File: src/rtl/uart_rx.sv
// UART receiver: two-flop input synchronizer, mid-bit sampling deframer and a ready/read byte handshake.
// Optional build macro UART_RX_PARITY_EN adds an even-parity bit between the data bits and the stop bit.
module uart_rx #(
  parameter int CLKS_PER_BIT = 16,
  parameter int DATA_BITS    = 8
) (
  input  logic                 Clk,
  input  logic                 RST,
  input  logic                 Serial_In,
  input  logic                 Rx_Read,
  output logic [DATA_BITS-1:0] Data_Out,
  output logic                 Rx_Ready,
  output logic                 Frame_Err,
  output logic                 Overrun,
  output logic                 Parity_Err,
  output logic                 RBusy
);

  localparam int CW = $clog2(CLKS_PER_BIT);
  localparam int IW = $clog2(DATA_BITS);

  localparam logic [CW-1:0] HALF_LAST = CW'(CLKS_PER_BIT / 2 - 1);
  localparam logic [CW-1:0] BIT_LAST  = CW'(CLKS_PER_BIT - 1);
  localparam logic [IW-1:0] IDX_LAST  = IW'(DATA_BITS - 1);

  typedef enum logic [2:0] {
    S_IDLE      = 3'd0,
    S_START     = 3'd1,
    S_DATA      = 3'd2,
`ifdef UART_RX_PARITY_EN
    S_PARITY    = 3'd3,
`endif
    S_STOP      = 3'd4,
    S_WAIT_HIGH = 3'd5
  } state_t;

  state_t                 state_q, state_d;
  logic [CW-1:0]          cnt_q, cnt_d;
  logic [IW-1:0]          idx_q, idx_d;
  logic [DATA_BITS-1:0]   shift_q, shift_d;
  logic [DATA_BITS-1:0]   data_q, data_d;
  logic                   ready_q, ready_d;
  logic                   overrun_q, overrun_d;
  logic                   frame_err_q, frame_err_d;
  logic                   sync1_q, sync2_q;
  logic                   rx_s;
`ifdef UART_RX_PARITY_EN
  logic                   par_bad_q, par_bad_d;
  logic                   parity_err_q, parity_err_d;
`endif

  // Both stages reset to the idle (high) line level so reset never looks like a start bit.
  // NOTE: state flops use non-blocking assignments and an async reset in the sensitivity list.
  always_ff @(posedge Clk or posedge RST) begin
    if (RST) begin
      sync1_q <= 1'b1;
      sync2_q <= 1'b1;
    end else begin
      sync1_q <= Serial_In;
      sync2_q <= sync1_q;
    end
  end

  assign rx_s = sync2_q;

  always_ff @(posedge Clk or posedge RST) begin
    if (RST) begin
      state_q      <= S_IDLE;
      cnt_q        <= '0;
      idx_q        <= '0;
      shift_q      <= '0;
      data_q       <= '0;
      ready_q      <= 1'b0;
      overrun_q    <= 1'b0;
      frame_err_q  <= 1'b0;
`ifdef UART_RX_PARITY_EN
      par_bad_q    <= 1'b0;
      parity_err_q <= 1'b0;
`endif
    end else begin
      state_q      <= state_d;
      cnt_q        <= cnt_d;
      idx_q        <= idx_d;
      shift_q      <= shift_d;
      data_q       <= data_d;
      ready_q      <= ready_d;
      overrun_q    <= overrun_d;
      frame_err_q  <= frame_err_d;
`ifdef UART_RX_PARITY_EN
      par_bad_q    <= par_bad_d;
      parity_err_q <= parity_err_d;
`endif
    end
  end

  always_comb begin
    // NOTE: every signal gets a default first so no path through the case infers a latch.
    state_d      = state_q;
    cnt_d        = cnt_q;
    idx_d        = idx_q;
    shift_d      = shift_q;
    data_d       = data_q;
    ready_d      = ready_q;
    overrun_d    = overrun_q;
    frame_err_d  = 1'b0;
`ifdef UART_RX_PARITY_EN
    par_bad_d    = par_bad_q;
    parity_err_d = 1'b0;
`endif

    // A read only acknowledges a byte that is actually held; a good stop below may reload it.
    if (Rx_Read && ready_q) begin
      ready_d   = 1'b0;
      overrun_d = 1'b0;
    end

    case (state_q)
      S_IDLE: begin
        cnt_d = '0;
        idx_d = '0;
        if (!rx_s) begin
          state_d = S_START;
        end
      end

      S_START: begin
        if (cnt_q == HALF_LAST) begin
          cnt_d   = '0;
          idx_d   = '0;
          state_d = rx_s ? S_IDLE : S_DATA;
        end else begin
          cnt_d = cnt_q + CW'(1);
        end
      end

      S_DATA: begin
        if (cnt_q == BIT_LAST) begin
          cnt_d   = '0;
          shift_d = {rx_s, shift_q[DATA_BITS-1:1]};
          idx_d   = idx_q + IW'(1);
          if (idx_q == IDX_LAST) begin
`ifdef UART_RX_PARITY_EN
            state_d = S_PARITY;
`else
            state_d = S_STOP;
`endif
          end
        end else begin
          cnt_d = cnt_q + CW'(1);
        end
      end

`ifdef UART_RX_PARITY_EN
      S_PARITY: begin
        if (cnt_q == BIT_LAST) begin
          cnt_d     = '0;
          par_bad_d = rx_s ^ (^shift_q);
          state_d   = S_STOP;
        end else begin
          cnt_d = cnt_q + CW'(1);
        end
      end
`endif

      S_STOP: begin
        if (cnt_q == BIT_LAST) begin
          cnt_d = '0;
`ifdef UART_RX_PARITY_EN
          parity_err_d = par_bad_q;
`endif
          if (rx_s) begin
            data_d  = shift_q;
            ready_d = 1'b1;
            // Unacknowledged byte is being overwritten.
            if (ready_q && !Rx_Read) begin
              overrun_d = 1'b1;
            end
            state_d = S_IDLE;
          end else begin
            frame_err_d = 1'b1;
            state_d     = S_WAIT_HIGH;
          end
        end else begin
          cnt_d = cnt_q + CW'(1);
        end
      end

      S_WAIT_HIGH: begin
        cnt_d = '0;
        if (rx_s) begin
          state_d = S_IDLE;
        end
      end

      default: begin
        state_d = S_IDLE;
      end
    endcase
  end

  assign Data_Out  = data_q;
  assign Rx_Ready  = ready_q;
  assign Frame_Err = frame_err_q;
  assign Overrun   = overrun_q;
  assign RBusy     = (state_q != S_IDLE);
`ifdef UART_RX_PARITY_EN
  assign Parity_Err = parity_err_q;
`else
  assign Parity_Err = 1'b0;
`endif

endmodule

File: config.mk
export PLATFORM = sky130hd
export DESIGN_NAME = uart_rx
export DESIGN_NICKNAME = d
export VERILOG_FILES = /design/src/rtl/uart_rx.sv
export SDC_FILE = /design/constraint.sdc
export NUM_CORES = 1
export LEC_CHECK = 0
export CAP_MARGIN = 20
export CORE_ASPECT_RATIO = 0.6
export CORE_MARGIN = 5
export CORE_UTILIZATION = 56
export DETAILED_ROUTE_END_ITERATION = 16
export PLACE_DENSITY = 0.8
export SKIP_LAST_GASP = 1
export SYNTH_ARGS = -nofsm -noshare
export SYNTH_HDL_FRONTEND = slang
export SYNTH_SLANG_ARGS = --single-unit
export TNS_END_PERCENT = 20
File: constraint.sdc
create_clock -name Clk -period 2.8 [get_ports Clk]
set_input_delay 0.7 -clock Clk [delete_from_list [all_inputs] [get_ports Clk]]
set_output_delay 0.7 -clock Clk [all_outputs]
set_load 0.1 [all_outputs]
Yosys cells after proc, flatten, opt, wreduce, memory -nomap -nowiden:

Index checks and enable logic that the tools add are counted.

* $add $sub $neg: 2
* multiply operators: 0
* div/mod/pow operators: 0
* order comparisons: 0
* eq/ne operators: 13
* shift operators: 0
* mux-type cells: 27
* bitwise gates (word level): 0
* reduce and logical (&&, ||, !) cells: 13

Operators with widths (number)
* $mux 3: 9
* $pmux 3 s5: 1
* $mux 1: 12
* $ne 2x2->1 const B: 6
* $pmux 4 s3: 1
* $eq 3x3->1 const B: 3
* $pmux 3 s3: 1
* $reduce_bool 3->1: 3
* $mux 4: 2
* $reduce_and 3->1: 2
* $reduce_and 6->1: 1
* $add 4x1->4 const B: 1
* $eq 4x3->1 const B: 1
* $eq 4x4->1 const B: 1
* $reduce_or 2->1: 2
* $add 3x1->3 const B: 1
* $eq 3x1->1 const B: 1
* $eq 3x2->1 const B: 1
* $logic_not 3->1: 1
* $logic_and 1x1->1: 2
* $mux 2: 1
* $reduce_and 2->1: 1
* $logic_not 1->1: 1

* register bits after elaboration: 31
* latch bits: 0
* memory bits (writable): 0
* bits in read-only memories: 0
* input bits: 4
* output and inout bits: 13
* word-level logic and storage cells: 65
* memories kept: 0

Logic depth before layout (Yosys ltp):

* depth after elaboration: 6
* depth in mapped cells: 6
* depth with buffers taken out: 5

Worst setup path before layout:

Ideal clock, no wire load.

* path type: reg2out
* start point: register state_q[2]
* end point: output port RBusy
* data arrival time: 1253 ps
* data required time: 2100 ps
* setup slack: 847 ps
* cell stages (with the launch flop): 3
* path buffers: 0
* path through: dfrtp_1 nor2_1 nand2_1

* cells in the longest elaborated chain, start to end: 1

RTL lines
* start, declared: line 37 `state_t state_q, state_d;`
* start signal, assigned: line 81 `state_q <= state_d;`
* $reduce_bool 3->1: line 205 `assign RBusy = (state_q != S_IDLE);`
* end, declared: line 16 `output logic RBusy`

Every way passes these cells.

Worst setup path in the final report:

Ends and elaborated chain as after synthesis.

==> impl_metrics.env <==
export IMPL_status="finished clean"
export IMPL_final_cell_area_sq_um=1680
export IMPL_area_growth_pct=12.8
export IMPL_slowest_stage="dfrtp_1"
export IMPL_whs_path_depth=0
export IMPL_seqPwrFrac_pct=45.4
export IMPL_postPlaceCellArea_sq_um=1580
export IMPL_core_rowCount=14
export IMPL_routedWlPerCell_microns=15.5
export IMPL_port_buffers=15
export IMPL_antenna_left=0
export IMPL_grt_max_degree=32
export IMPL_holdWs_ns=0.361
export IMPL_synth_warnings=0
export IMPL_dp_worst_setup_slack_ns=0.863
export IMPL_ys_seq_area_share_pct=52.2
export IMPL_power_share_clock_pct=28.9
export IMPL_rr_worst_depth=3
export IMPL_period_needed_ns=2.23
export IMPL_diodes=0
export IMPL_fp_dieH_microns=50.0
export IMPL_finalCritPeriodShare_pct=79.7
export IMPL_hold_buffers=0
export IMPL_grt_pass1_wl_mm=4.37
export IMPL_synth_cells=123
export IMPL_rsz0062_at_grt="no"
export IMPL_max_stage_delay_ns=0.66
export IMPL_fillers=192
export IMPL_max_freq_mhz=448
export IMPL_cts_buffer_depth=2
export IMPL_powerDensity_nw_per_um2=777
export IMPL_clock_latency_ns=0.27
export IMPL_nets=146
export IMPL_leakagePower_nw=0.806
export IMPL_path_cells="nor2_1 -> nand2_1 -> buf_4"
export IMPL_skew_ns=0.00482
export IMPL_grt_pass1_vias=973
export IMPL_wirelength_mm=2.66
export IMPL_ys_flop_type="dfrtp_1"
export IMPL_die_x_microns=76.6
export IMPL_grt_overflow_total=0
export IMPL_p_switching_mw=0.455
export IMPL_htreeDepth=2
export IMPL_p_sw_share_pct=34.8
export IMPL_setup_violations=0
export IMPL_synthesis_nets=130
export IMPL_io_pins=17
export IMPL_synth_area_sq_um=1490
export IMPL_drv_cap=0
export IMPL_num_vias=1020
export IMPL_fin_ws_ns=0.569
export IMPL_synth_area_leaders="dfrtp_1 (49%), mux2_2 (12%), dfstp_2 (3.5%), ha_1 (2.5%), buf_6 (2.3%)"
export IMPL_dp_cells=164
export IMPL_end_kind="primary output"
export IMPL_gp_congestion=0.994
export IMPL_power_frac_comb_pct=25.6
export IMPL_cts_resized=0
export IMPL_initial_utilization_pct=59.1
export IMPL_core_area_sq_um=2520
export IMPL_setup_tns_ns=0
export IMPL_postSynthAreaPerCell_sq_um=12.1
export IMPL_synth_top_area_share_pct=48.7
export IMPL_instances_no_fill=172
export IMPL_yosysTopAreaCell="dfrtp_1"
export IMPL_antenna_found_initial=0
export IMPL_grt_use_total_pct=14.6
export IMPL_synth_edff_count=0
export IMPL_synth_seq_cells=31
export IMPL_dp_final_hpwl_mm=1.92
export IMPL_via_per_inst=5.93
export IMPL_slew_headroom_pct=66.3
export IMPL_hold_path_class="reg2reg"
export IMPL_cp_max_fo=14
export IMPL_hold_viol=0
export IMPL_cp_start_kind="flop"
export IMPL_finalMaxSlewViolations=0
export IMPL_path_class="reg2out"
export IMPL_tightest_slew_ns=0.505
export IMPL_firstDrtPassIters=4
export IMPL_synthArstFlopShare_pct=100
export IMPL_path_clk_slew_ns=0.06
export IMPL_root_buffer="clkbuf_8"
export IMPL_ys_types=38
export IMPL_drt_iter0_drc=67
export IMPL_drive_gt1_share_pct=31.4
export IMPL_crit_arrival_ns=1.53
export IMPL_dieArea_sq_um=3830
export IMPL_clock_sinks=31
export IMPL_required_ns=2.10
export IMPL_cts_buffers=5
export IMPL_ir_worst_vdd_mv=0.482
export IMPL_cts_tree="done"
export IMPL_drc_errors=0
export IMPL_cts_setup_buffers=0
export IMPL_internal_power_mw=0.852
logic make-up after synthesis:
logic type,count (synthesis),synth area share [%]
XOR/XNOR,1,0.588
flip-flops,31,52.2
AND/OR/NAND/NOR,27,10.1
adder cells (fa/ha/maj),3,2.52
AO/OA/AOI/OAI,31,15.6
buffers and inverters,13,6.63
multiplexers,16,12.1
other,1,0.252
worst max-delay path: cells and delay by family, from the launching register on:
kind	cells	cell delay, ns
and+or+nand+nor	2	0.31
DFF	1	0.66
buffers and inverters	1	0.29
metrics by stage:
step,power (mW),utilization (%)
after detailed placement,0.932,62.7
after floorplan,0.899,-
after global routing,1.38,66.7
after global placement,0.919,62.7
after CTS,1.31,66.7
final,1.31,66.7
synthesized netlist by cell type, types with 2 or more instances:
| cell type | count |
|---|---|
| buf_4 | 2 |
| a22o_1 | 3 |
| nor2b_1 | 2 |
| nand3_1 | 4 |
| mux2_2 | 16 |
| dfrtp_1 | 29 |
| a21oi_1 | 2 |
| o21ai_0 | 6 |
| o22ai_1 | 3 |
| nor2_1 | 7 |
| dfstp_2 | 2 |
| a31oi_1 | 2 |
| a221oi_1 | 2 |
| nand2_1 | 8 |
| ha_1 | 3 |
| buf_6 | 3 |
| clkbuf_8 | 2 |
| o21a_1 | 2 |
| inv_1 | 6 |
layout by cell type (no fill, tap or decap), types with 4 or more instances in the layout:
cell | Yosys | layout
mux2_2 | 16 | 16
buf_4 | 2 | 13
nand2_1 | 8 | 8
inv_1 | 6 | 6
nand3_1 | 4 | 4
o21ai_0 | 6 | 6
clkbuf_8 | 2 | 7
dfrtp_1 | 29 | 29
nor2_1 | 7 | 7
power by group through the flow:
| stage | Clock [mW] | Combinational [mW] | Sequential, mW |
|---|---|---|---|
| final | 0.378 | 0.335 | 0.594 |
| after global routing | 0.411 | 0.367 | 0.603 |
| after CTS | 0.389 | 0.336 | 0.590 |
| after detailed placement | 0 | 0.335 | 0.597 |
| after global placement | 0 | 0.324 | 0.594 |
| after floorplan | 0 | 0.358 | 0.541 |
area by class of cell:
| type | instances | area [sq um] | share of cell area [%] |
|---|---|---|---|
| clock buffer | 8 | 100 | 5.95 |
| inverter | 6 | 22.5 | 1.34 |
| multi-input combinational | 79 | 613 | 36.5 |
| sequential | 31 | 778 | 46.3 |
| tap | 32 | 40.0 | 2.38 |
| timing repair buffer | 16 | 128 | 7.59 |
metal layers:
metal | routed length [microns] | track usage [%] | vias to the layer above
met5 | 0 | 0 | -
met4 | 17 | 5.23 | 0
met3 | 258 | 6.55 | 2
met2 | 1190 | 21.2 | 58
met1 | 1190 | 19.3 | 484
li1 | - | - | 476
state kept, by name, summed over array words and instances, names as in the netlist, named ones only:
name,cells
rx_s,1
Data_Out,8
idx_q,3
cnt_q,4
sync1_q,1
Rx_Ready,1
shift_q,8
Frame_Err,1
state_q,3
path summary, 6_finish.rpt:
path	from	to	slack [ns]
hold reg to reg	sync1_q	rx_s	0.36
min in group asynchronous	RST	async pin	0.79
setup / recovery	state_q[2]	RBusy	0.57
hold / removal	sync1_q	rx_s	0.36
setup reg to reg	state_q[1]	Data_Out[5]	1.10
max in group asynchronous	RST	sync1_q	1.68
Power figures use the tool's default switching activity.
